## config.mk

```make
export PLATFORM = sky130hd
export DESIGN_NAME = banco_temporizadores_flat
export DESIGN_NICKNAME = d
export VERILOG_FILES = /design/src/rtl/banco_temporizadores_if.sv /design/src/rtl/banco_temporizadores.sv /design/src/flat_wrapper.sv
export SDC_FILE = /design/constraint.sdc
export NUM_CORES = 1
export LEC_CHECK = 0
export BUFFER_PORTS_ARGS = -buffer_cell sky130_fd_sc_hd__buf_2
export CAP_MARGIN = 20
export CORE_ASPECT_RATIO = 0.8
export CORE_MARGIN = 2
export CORE_UTILIZATION = 58
export DETAILED_ROUTE_END_ITERATION = 6
export GPL_TIMING_DRIVEN = 0
export PLACE_DENSITY_LB_ADDON = 0.3
export RECOVER_POWER = 25
export SETUP_SLACK_MARGIN = 0.15
export SLEW_MARGIN = 15
export SYNTH_ARGS = -nofsm -noshare
export SYNTH_HDL_FRONTEND = slang
export SYNTH_SLANG_ARGS = --single-unit
```

## constraint.sdc

```tcl
create_clock -name clock -period 8.8 [get_ports clock]
set_input_delay 2.64 -clock clock [delete_from_list [all_inputs] [get_ports clock]]
set_output_delay 2.64 -clock clock [all_outputs]
set_load 0.01 [all_outputs]
```

## src/rtl/banco_temporizadores_if.sv

```systemverilog
// Timer-bank bus: the seven timer-request levels coming from the drink-machine FSM,
// the seven timeout levels going back to it, and the display outputs.
//   master : drives the sec* requests, reads T*, restante and ocupado
//   slave  : the timer bank itself
interface banco_temporizadores_if #(
   parameter int SEC_W = 4
);
   logic             sec10_bebida;
   logic             sec10_moeda;
   logic             sec2_pressu;
   logic             sec10_aqueci;
   logic             sec2_entre;
   logic             sec6_errMoeda;
   logic             sec6_sensor;
   logic             T10_bebida;
   logic             T10_moeda;
   logic             T2_pressu;
   logic             T10_aqueci;
   logic             T2_entre;
   logic             T6_errMoeda;
   logic             T6_sensor;
   logic [SEC_W-1:0] restante;
   logic             ocupado;

   modport master (
      output sec10_bebida, sec10_moeda, sec2_pressu, sec10_aqueci,
             sec2_entre, sec6_errMoeda, sec6_sensor,
      input  T10_bebida, T10_moeda, T2_pressu, T10_aqueci,
             T2_entre, T6_errMoeda, T6_sensor, restante, ocupado
   );

   modport slave (
      input  sec10_bebida, sec10_moeda, sec2_pressu, sec10_aqueci,
             sec2_entre, sec6_errMoeda, sec6_sensor,
      output T10_bebida, T10_moeda, T2_pressu, T10_aqueci,
             T2_entre, T6_errMoeda, T6_sensor, restante, ocupado
   );
endinterface

```

## src/rtl/banco_temporizadores.sv

```systemverilog
// Timer bank for the drink-machine control FSM. Seven independent channels, each
// with its own prescaler and seconds counter, turn a request level into a timeout
// level after a fixed number of seconds. Also exports the seconds remaining on the
// lowest-index counting channel for the display.
// Ports:
//   clock : system clock, all logic on posedge
//   reset : asynchronous, active-high
//   bus   : slave side of banco_temporizadores_if (sec* in, T*/restante/ocupado out)
//
// Channel states:
//   state    | meaning
//   IDLE     | request low, counters cleared, T = 0
//   COUNTING | request high, prescaler and seconds running
//   DONE     | duration reached, T = 1 until request drops
module banco_temporizadores #(
   parameter int CLK_HZ       = 50000000,
   parameter int DUR_BEBIDA   = 10,
   parameter int DUR_MOEDA    = 10,
   parameter int DUR_PRESSU   = 2,
   parameter int DUR_AQUECI   = 10,
   parameter int DUR_ENTRE    = 2,
   parameter int DUR_ERRMOEDA = 6,
   parameter int DUR_SENSOR   = 6,
   parameter int SEC_W        = 4
) (
   input logic                   clock,
   input logic                   reset,
   banco_temporizadores_if.slave bus
);
   localparam int NCH   = 7;
   localparam int PRE_W = (CLK_HZ > 1) ? $clog2(CLK_HZ) : 1;
   localparam logic [PRE_W-1:0] PRE_LAST = PRE_W'(CLK_HZ - 1);

   typedef enum logic [1:0] {IDLE, COUNTING, DONE} st_t;

   function automatic logic [SEC_W-1:0] dur_of(input int ch);
      case (ch)
         0:       return SEC_W'(DUR_BEBIDA);
         1:       return SEC_W'(DUR_MOEDA);
         2:       return SEC_W'(DUR_PRESSU);
         3:       return SEC_W'(DUR_AQUECI);
         4:       return SEC_W'(DUR_ENTRE);
         5:       return SEC_W'(DUR_ERRMOEDA);
         default: return SEC_W'(DUR_SENSOR);
      endcase
   endfunction

   logic [NCH-1:0]   en;
   logic [NCH-1:0]   t;
   st_t              st  [NCH];
   logic [PRE_W-1:0] pre [NCH];
   logic [SEC_W-1:0] sec [NCH];
   logic [SEC_W-1:0] restante_nxt, restante_q;
   logic             ocupado_nxt, ocupado_q;

   assign en = {bus.sec6_sensor, bus.sec6_errMoeda, bus.sec2_entre, bus.sec10_aqueci,
                bus.sec2_pressu, bus.sec10_moeda, bus.sec10_bebida};

   // Scan from the top so the lowest-index counting channel is the one that sticks.
   always_comb begin
      restante_nxt = '0;
      ocupado_nxt  = 1'b0;
      for (int i = NCH - 1; i >= 0; i--) begin
         if (st[i] == COUNTING) begin
            ocupado_nxt  = 1'b1;
            restante_nxt = dur_of(i) - sec[i];
         end
      end
   end

   always_ff @(posedge clock or posedge reset) begin
      if (reset) begin
         for (int i = 0; i < NCH; i++) begin
            st[i]  <= IDLE;
            pre[i] <= '0;
            sec[i] <= '0;
         end
         t          <= '0;
         restante_q <= '0;
         ocupado_q  <= 1'b0;
      end else begin
         restante_q <= restante_nxt;
         ocupado_q  <= ocupado_nxt;
         for (int i = 0; i < NCH; i++) begin
            case (st[i])
               IDLE: begin
                  if (en[i]) begin
                     st[i]  <= COUNTING;
                     pre[i] <= '0;
                     sec[i] <= '0;
                  end
               end
               COUNTING: begin
                  // A dropped request wins over reaching the duration on the same edge.
                  if (!en[i]) begin
                     st[i]  <= IDLE;
                     pre[i] <= '0;
                     sec[i] <= '0;
                  end else if (pre[i] == PRE_LAST) begin
                     pre[i] <= '0;
                     if (sec[i] + 1'b1 == dur_of(i)) begin
                        st[i]  <= DONE;
                        sec[i] <= '0;
                        t[i]   <= 1'b1;
                     end else begin
                        sec[i] <= sec[i] + 1'b1;
                     end
                  end else begin
                     pre[i] <= pre[i] + 1'b1;
                  end
               end
               DONE: begin
                  if (!en[i]) begin
                     st[i] <= IDLE;
                     t[i]  <= 1'b0;
                  end
               end
               default: begin
                  st[i] <= IDLE;
                  t[i]  <= 1'b0;
               end
            endcase
         end
      end
   end

   assign bus.T10_bebida  = t[0];
   assign bus.T10_moeda   = t[1];
   assign bus.T2_pressu   = t[2];
   assign bus.T10_aqueci  = t[3];
   assign bus.T2_entre    = t[4];
   assign bus.T6_errMoeda = t[5];
   assign bus.T6_sensor   = t[6];
   assign bus.restante    = restante_q;
   assign bus.ocupado     = ocupado_q;
endmodule

```

## src/flat_wrapper.sv

```systemverilog
// flat-port wrapper written by rule: the top's interface ports become plain ports
module banco_temporizadores_flat 
#(
   parameter int CLK_HZ       = 50000000,
   parameter int DUR_BEBIDA   = 10,
   parameter int DUR_MOEDA    = 10,
   parameter int DUR_PRESSU   = 2,
   parameter int DUR_AQUECI   = 10,
   parameter int DUR_ENTRE    = 2,
   parameter int DUR_ERRMOEDA = 6,
   parameter int DUR_SENSOR   = 6,
   parameter int SEC_W        = 4
)
  (clock, reset, bus_sec10_bebida, bus_sec10_moeda, bus_sec2_pressu, bus_sec10_aqueci, bus_sec2_entre, bus_sec6_errMoeda, bus_sec6_sensor, bus_T10_bebida, bus_T10_moeda, bus_T2_pressu, bus_T10_aqueci, bus_T2_entre, bus_T6_errMoeda, bus_T6_sensor, bus_restante, bus_ocupado);
  banco_temporizadores_if #(.SEC_W(SEC_W)) bus_i ();
  input logic clock;
  input logic reset;
  input wire logic [$bits(bus_i.sec10_bebida)-1:0] bus_sec10_bebida;
  input wire logic [$bits(bus_i.sec10_moeda)-1:0] bus_sec10_moeda;
  input wire logic [$bits(bus_i.sec2_pressu)-1:0] bus_sec2_pressu;
  input wire logic [$bits(bus_i.sec10_aqueci)-1:0] bus_sec10_aqueci;
  input wire logic [$bits(bus_i.sec2_entre)-1:0] bus_sec2_entre;
  input wire logic [$bits(bus_i.sec6_errMoeda)-1:0] bus_sec6_errMoeda;
  input wire logic [$bits(bus_i.sec6_sensor)-1:0] bus_sec6_sensor;
  output wire logic [$bits(bus_i.T10_bebida)-1:0] bus_T10_bebida;
  output wire logic [$bits(bus_i.T10_moeda)-1:0] bus_T10_moeda;
  output wire logic [$bits(bus_i.T2_pressu)-1:0] bus_T2_pressu;
  output wire logic [$bits(bus_i.T10_aqueci)-1:0] bus_T10_aqueci;
  output wire logic [$bits(bus_i.T2_entre)-1:0] bus_T2_entre;
  output wire logic [$bits(bus_i.T6_errMoeda)-1:0] bus_T6_errMoeda;
  output wire logic [$bits(bus_i.T6_sensor)-1:0] bus_T6_sensor;
  output wire logic [$bits(bus_i.restante)-1:0] bus_restante;
  output wire logic [$bits(bus_i.ocupado)-1:0] bus_ocupado;
  assign bus_i.sec10_bebida = bus_sec10_bebida;
  assign bus_i.sec10_moeda = bus_sec10_moeda;
  assign bus_i.sec2_pressu = bus_sec2_pressu;
  assign bus_i.sec10_aqueci = bus_sec10_aqueci;
  assign bus_i.sec2_entre = bus_sec2_entre;
  assign bus_i.sec6_errMoeda = bus_sec6_errMoeda;
  assign bus_i.sec6_sensor = bus_sec6_sensor;
  assign bus_T10_bebida = bus_i.T10_bebida;
  assign bus_T10_moeda = bus_i.T10_moeda;
  assign bus_T2_pressu = bus_i.T2_pressu;
  assign bus_T10_aqueci = bus_i.T10_aqueci;
  assign bus_T2_entre = bus_i.T2_entre;
  assign bus_T6_errMoeda = bus_i.T6_errMoeda;
  assign bus_T6_sensor = bus_i.T6_sensor;
  assign bus_restante = bus_i.restante;
  assign bus_ocupado = bus_i.ocupado;
  banco_temporizadores #(.CLK_HZ(CLK_HZ), .DUR_BEBIDA(DUR_BEBIDA), .DUR_MOEDA(DUR_MOEDA), .DUR_PRESSU(DUR_PRESSU), .DUR_AQUECI(DUR_AQUECI), .DUR_ENTRE(DUR_ENTRE), .DUR_ERRMOEDA(DUR_ERRMOEDA), .DUR_SENSOR(DUR_SENSOR), .SEC_W(SEC_W)) u_core (.clock(clock), .reset(reset), .bus(bus_i));
endmodule
```

==> results of run 1 <==
metal layers:
layer  vias up  track usage  share of wire
met5         -            0              0
met4         0       0.0540          0.018
met3        46       0.0329          0.051
met2       277        0.373           0.44
met1      5240        0.394           0.49
li1       5318            -              -
power by group:
part,total (mW),switching [mW],internal (mW)
clock network,0.989,0.412,0.577
registers,1.11,0.0142,1.10
logic,0.115,0.0831,0.0318
stage by stage:
step                hold slack [ps]  utilization  setup WS (ps)  std cells
floorplan                       458            -           3070       1447
CTS                             502        0.649           4480       1819
detailed placement              489        0.615           3960       1780
global route                    531        0.646           3000       1820
finish                          498        0.646           3640       1821
global placement                487        0.607           1640       1772
registers in the layout, indices dropped and copies added (netlist names):
register             count
u_core.st               14
u_core.t                 7
u_core.sec              28
u_core.bus.restante      4
u_core.bus.ocupado       1
u_core.pre             182
kinds of logic (layout without fill, tap and decap cells):
kind of cell               after synthesis  in the layout  synth area share
and+or+nand+nor                        702            702             0.278
AOI/OAI and AO/OA                      240            240             0.118
DFF                                    236            236             0.452
xor gates and xnor gates               138            138            0.0924
buffers and inverters                   96            163            0.0281
adders and majority gates               27             27            0.0258
muxes                                    8              8           0.00632
other                                    0              1                 0
how the worst min path moves through the flow:
| stage | startpoint | end | slack (ps) | cells after the start |
|---|---|---|---|---|
| finish | u_core.pre[6] | u_core.pre[6] | 500 | 1 |
| global route | u_core.pre[179] | u_core.pre[179] | 530 | 1 |
| CTS | u_core.pre[58] | u_core.pre[58] | 500 | 1 |
| detailed placement | u_core.pre[58] | u_core.pre[58] | 490 | 1 |
| global placement | u_core.pre[179] | u_core.pre[179] | 490 | 1 |
| floorplan | u_core.pre[179] | u_core.pre[179] | 460 | 1 |
layout make-up:
type                            count  share of cell area
Tap cell                          306              0.0266
Clock inverter                      1            0.000347
Buffer                             45              0.0122
Antenna cell                        1            0.000174
Clock buffer                       38              0.0518
Sequential cell                   236               0.410
Timing Repair Buffer               28              0.0136
Inverter                           51              0.0134
Multi-Input combinational cell   1115               0.472
layout by cell type (no fill, tap or decap), types with 6 or more instances in the layout:
cell and instances:
o21bai_1 8, a31oi_1 26, nand2_1 135, a22o_1 10, inv_1 50, xnor2_1 102, nor2b_1 19, nand4b_1 6
nor2_1 187, nand4_1 41, nand3_1 84, nand2b_1 21, o21ai_0 63, or3_1 12, a21boi_0 6, xor2_1 36
and4_1 23, nor4b_1 6, buf_2 21, ha_1 27, a21oi_1 49, and3_1 28, and2_1 6, o31ai_1 10
dfrtp_1 236, mux2i_1 6, o22ai_1 14, or4_1 21, a21o_1 6, clkbuf_1 56, clkbuf_16 27, nor3_1 50
nor4_1 33
==> results.md, run 1 <==
- Failing checks: max-capacitance violations, max-slew violations
- Setup violators final: 0
- Synth Net Count: approximately 1500
- Placed wire-length estimate: around 20000 um
- Slowest-stage cell, CP: clkbuf_1
- Top post-synthesis cells by count: dfrtp_1 (236), nor2_1 (187), nand2_1 (135)
- Die footprint: roughly 24000 um2
- Pre-Repair DR Iteration Count: 5
- Peak supply drop: between 100 and 150 uV
- Vias in the first global route: just over 10000
- Width of the chip: between 150 and 200 um
- Outcome: complete, but fails checks
- Flop2flop setup slack: between 5000 and 6000 ps
- Crit. End Element: asynchronous set/reset pin
- IO Count: 21
- Critical-path cell list: buf_2, clkinvlp_2, clkbuf_1, clkbuf_1
- Worst min path class: flip-flop to flip-flop
- First-pass GRT wire length: 50200 um
- Yosys top cell by area: dfrtp_1
- Post-cts sizing count: 0
- Final layout net count: roughly 1500
- # H-tree levels: 1
- Maximum clock rate: just under 200 MHz
- Crit path DAT: about 5500 ps
- Critical R2R Launch: u_core.pre[166]
- PD cells: around 150 nW/um2
- CTS tree: built
- Clock buffer depth: 3
- Worst setup path start: reset
- WL per Instance: ~16 um
- Design Area, Final: between 10000 and 15000 um2
- Final hold violations: 0
- Clock-pin slew on the worst setup and hold paths: ~60 ps
- FILL cells: roughly 1900
- Layout cells sized above 1: 0.0535
- Worst Skew: 7.36 ps
- Cell Area, Synth: 13100 um2
- Core area: approximately 22000 um2
- Synth Flop Type: dfrtp_1
- RSZ-0062 raised after global routing: no
- Crit start category: primary input
- CTS root buf: clkbuf_16
- Global route overflow: 0
- Die Ht: 138 um
- Worst path required time: 9100 ps
- Setup bufs post-CTS: 0
- Critical Path Sink: u_core.pre[132]
- Most used cell, CP: clkbuf_1
- Vias: around 11000
- Total GRT Usage: 0.251
- Number of cells on the critical path: 4
- Synth area leaders: dfrtp_1 (45%), xnor2_1 (6.8%), nor2_1 (5.4%)
- CTS sink cnt: approximately 240
- Final worst-path cycle share: 0.586
- Post-synth EDFFs: 0
- Sequential fraction of the synthesis area: 0.452
- Starting Density: 0.586
- Total power: 2.22 mW
- Max_cap viols: 3
- Synth Area per Inst: roughly 9.0 um2
- Synthesized netlist cell count: 1447
- Static Leak: 5.71 nW
- Clock latency on the worst-skew pair: between 500 and 600 ps
- Flops & latches, synth: roughly 240
- Area of the multi-input gates: between 6000 and 7000 um2
- Asr flop ratio synth: 1.00
- Synth warn: 0
- Critical path type: primary input to asynchronous set/reset pin
- Hold Buf Count CTS: 0
- Placer Congestion: 0.844
- Post-placement cell area: approximately 14000 um2
- Slew margin rel.: -0.242
- Measured slew at the worst slew-check pin: ~1900 ps
- Area Overhead vs Synth: 10.2%
- Vias/cell: ~6
- Final ANT Viol Nets: 0
- Initial DRC count: roughly 800
- Port Buf Inserts: 19
- CP bufs+invs: 4
- R2R depth: 6
- Crit-path max FO: 32
- Cell Rows: approximately 50
- DRC Markers: 0
- Minimum clock period: between 5000 and 6000 ps
- DRT Wirelength: ~29000 um
- Number of antenna violations at the first check in global routing: 1
- Top-count cell post-synth: dfrtp_1
- Setup tns final: 0 ps
- Max incr delay on CP: 1340 ps
- Reg area: ~5900 um2
- Largest net degree at the start of global routing: 35
- Synth top area share: 0.452
- TritonCTS Buffers: 26
- FF-to-FF End: u_core.pre[166]
- Post-synth cell types: 70
- Worst path top cell family by delay: buffers and inverters
- Max-slew violations: a little over 90
No activity file was read; power rests on OpenSTA's default activity.
==> inputs of run 2 (changes only) <==
clock period = 4.15 ns   (was 8.8 ns; I/O delays follow)
==> run 2 against run 1 <==
  * The flow still finishes with violations (max-capacitance violations, max-slew violations)
  * Worst setup slack worse by 2600 ps
  * Sequential cell count stayed put
  * Sequential power rose by 110%
  * Clock skew about the same
  * Hold slack better by 2.7 ps
  * Largest cell class unchanged
  * Via count increased by 0.28%
  * Sequential share of layout area is 0.068 points lower
==> results.md, run 2 (synthesis results as in run 1) <==
- Crit path DAT: 3830 ps (-1620 ps)
- PD cells: 326 nW/um2 (+110%)
- Vias/cell: 5.99 (+0.28%)
- Peak supply drop: 230 uV (+110%)
- CTS sink cnt: 236 (unchanged)
- FILL cells: 1885 (-0.21%)
- Final layout net count: 1539 (unchanged)
- Clock buffer depth: 3 (unchanged)
- Crit-path max FO: 32 (unchanged)
- Max incr delay on CP: 1010 ps (-330 ps)
- Critical Path Sink: u_core.bus.restante[1]
- Static Leak: 5.74 nW (+0.45%)
- Crit. End Element: asynchronous set/reset pin
- Worst Skew: 7.30 ps (-0.0669 ps)
- DRT Wirelength: 28600 um (-0.28%)
- Initial DRC count: 856 (+5.5%)
- Setup bufs post-CTS: 0 (unchanged)
- Die footprint: 23800 um2 (unchanged)
- Outcome: complete, but fails checks
- Clock latency on the worst-skew pair: 530 ps (about the same)
- Reg area: 5910 um2 (unchanged)
- Maximum clock rate: between 300 and 400 MHz
- Global route overflow: 0 (unchanged)
- Max_cap viols: 1 (-2)
- Number of antenna violations at the first check in global routing: 1 (unchanged)
- Hold Buf Count CTS: 0 (unchanged)
- Layout cells sized above 1: 0.0581 (+0.00462)
- Width of the chip: 172 um (unchanged)
- Pre-Repair DR Iteration Count: 5 (unchanged)
- Most flops, register: u_core.pre
- IO Count: 21 (unchanged)
- FF-to-FF End: u_core.pre[166]
- Core area: 22300 um2 (unchanged)
- Flop2flop setup slack: 1330 ps (-4590 ps)
- Largest net degree at the start of global routing: 35 (unchanged)
- Commonest non-fill, non-tap cells in the layout: dfrtp_1 (236), nor2_1 (187), nand2_1 (135)
- Critical R2R Launch: u_core.pre[166]
- WL per Instance: 15.7 um (-0.28%)
- Starting Density: 0.586 (unchanged)
- Most common cell after layout, fill and taps aside: dfrtp_1
- Final hold violations: 0 (unchanged)
- Max reg flops: 182 (unchanged)
- CTS root buf: clkbuf_16
- Port Buf Inserts: 19 (unchanged)
- Final ANT Viol Nets: 0 (unchanged)
- # H-tree levels: 1 (unchanged)
- Cell Rows: 49 (unchanged)
- Placer Congestion: 0.844 (unchanged)
- Measured slew at the worst slew-check pin: 1840 ps (-21.4 ps)
- Slew margin rel.: -0.228 (+0.0142)
- Minimum clock period: just over 3000 ps
- Area of the multi-input gates: 6800 um2 (unchanged)
- RSZ-0062 raised after global routing: no
- Setup tns final: 0 ps (unchanged)
- Final worst-path cycle share: 0.747
- Largest registers: u_core.pre: 182 flops, u_core.sec: 28 flops, u_core.st: 14 flops
- Post-cts sizing count: 0 (unchanged)
- Total GRT Usage: 0.251 (unchanged)
- Max-slew violations: 34 (-63%)
- Worst path required time: 4880 ps (-4220 ps)
- Setup violators final: 0 (unchanged)
- Vias in the first global route: 10370 (unchanged)
- DRC Markers: 0 (unchanged)
- First-pass GRT wire length: 50200 um (unchanged)
- R2R depth: 6 (unchanged)
- Worst setup path start: reset
- Crit start category: primary input
- Vias: 10911 (+0.28%)
- TritonCTS Buffers: 26 (unchanged)
- Clock-pin slew on the worst setup and hold paths: 60 ps (about the same)
- Critical path type: primary input to asynchronous set/reset pin
- Worst min path class: flip-flop to flip-flop
- Hold_ws: 501 ps (+2.71 ps)
- Die Ht: 138 um (unchanged)
- Area Overhead vs Synth: 10.4%
- Placed wire-length estimate: 20100 um (unchanged)
- Total power: 4.71 mW (+110%)
- Critical-path cell list: buf_2, clkinvlp_2, clkbuf_1, clkbuf_2, buf_16
- CTS tree: built
- Failing checks: max-capacitance violations, max-slew violations
- Slowest-stage cell, CP: clkbuf_1
[run 2: cell count changes in the layout (fill, tap and decap cells not counted)]
cell / change
buf_12: +1
and2_0: -1
clkbuf_2: +1
clkbuf_1: -7
buf_2: +5
and2_1: +1
[run 2: power by group]
| group | leakage, nW | total [mW] | switching (mW) | internal, mW |
|---|---|---|---|---|
| registers | 3.25 | 2.36 | 0.0302 | 2.33 |
| clock network | 0.368 | 2.10 | 0.878 | 1.22 |
| logic | 2.12 | 0.246 | 0.177 | 0.0698 |
[run 2: cell type report]
cell class | instances | area share
Buffer | 45 | 0.0122
Multi-Input combinational cell | 1115 | 0.471
Sequential cell | 236 | 0.409
Timing Repair Buffer | 28 | 0.0153
Clock buffer | 38 | 0.0518
Clock inverter | 1 | 0.000347
Tap cell | 306 | 0.0265
Inverter | 51 | 0.0134
Antenna cell | 1 | 0.000173
[run 2: worst max-delay path: cells and delay by family]
kind	cells	cell delay, ps
buf+inv	5	2550
[run 2: per-layer routing]
metal	vias to the layer above	GRT usage	wire length, um
li1	5317	-	-
met1	5248	0.394	14000
met2	299	0.373	12700
met3	47	0.0329	1400
met4	0	0.0540	520
met5	-	0	0
[run 2: worst min path at each step]
stage / from / end / cells past startpoint
floorplan: u_core.pre[179] / u_core.pre[179] / 1
global placement: u_core.pre[179] / u_core.pre[179] / 1
detailed placement: u_core.pre[58] / u_core.pre[58] / 1
CTS: u_core.pre[58] / u_core.pre[58] / 1
global route: u_core.pre[179] / u_core.pre[179] / 1
finish: u_core.pre[6] / u_core.pre[6] / 1
[run 2: through the flow]
step                      std cells  area [um2]   util  worst slack [ps]
after global routing           1820       14400  0.647               593
after floorplan                1447       13100      -              -187
after CTS                      1819       14500  0.649               973
after detailed placement       1780       13700  0.615               703
after global placement         1772       13600  0.607             -1620
final                          1821       14400  0.647              1050
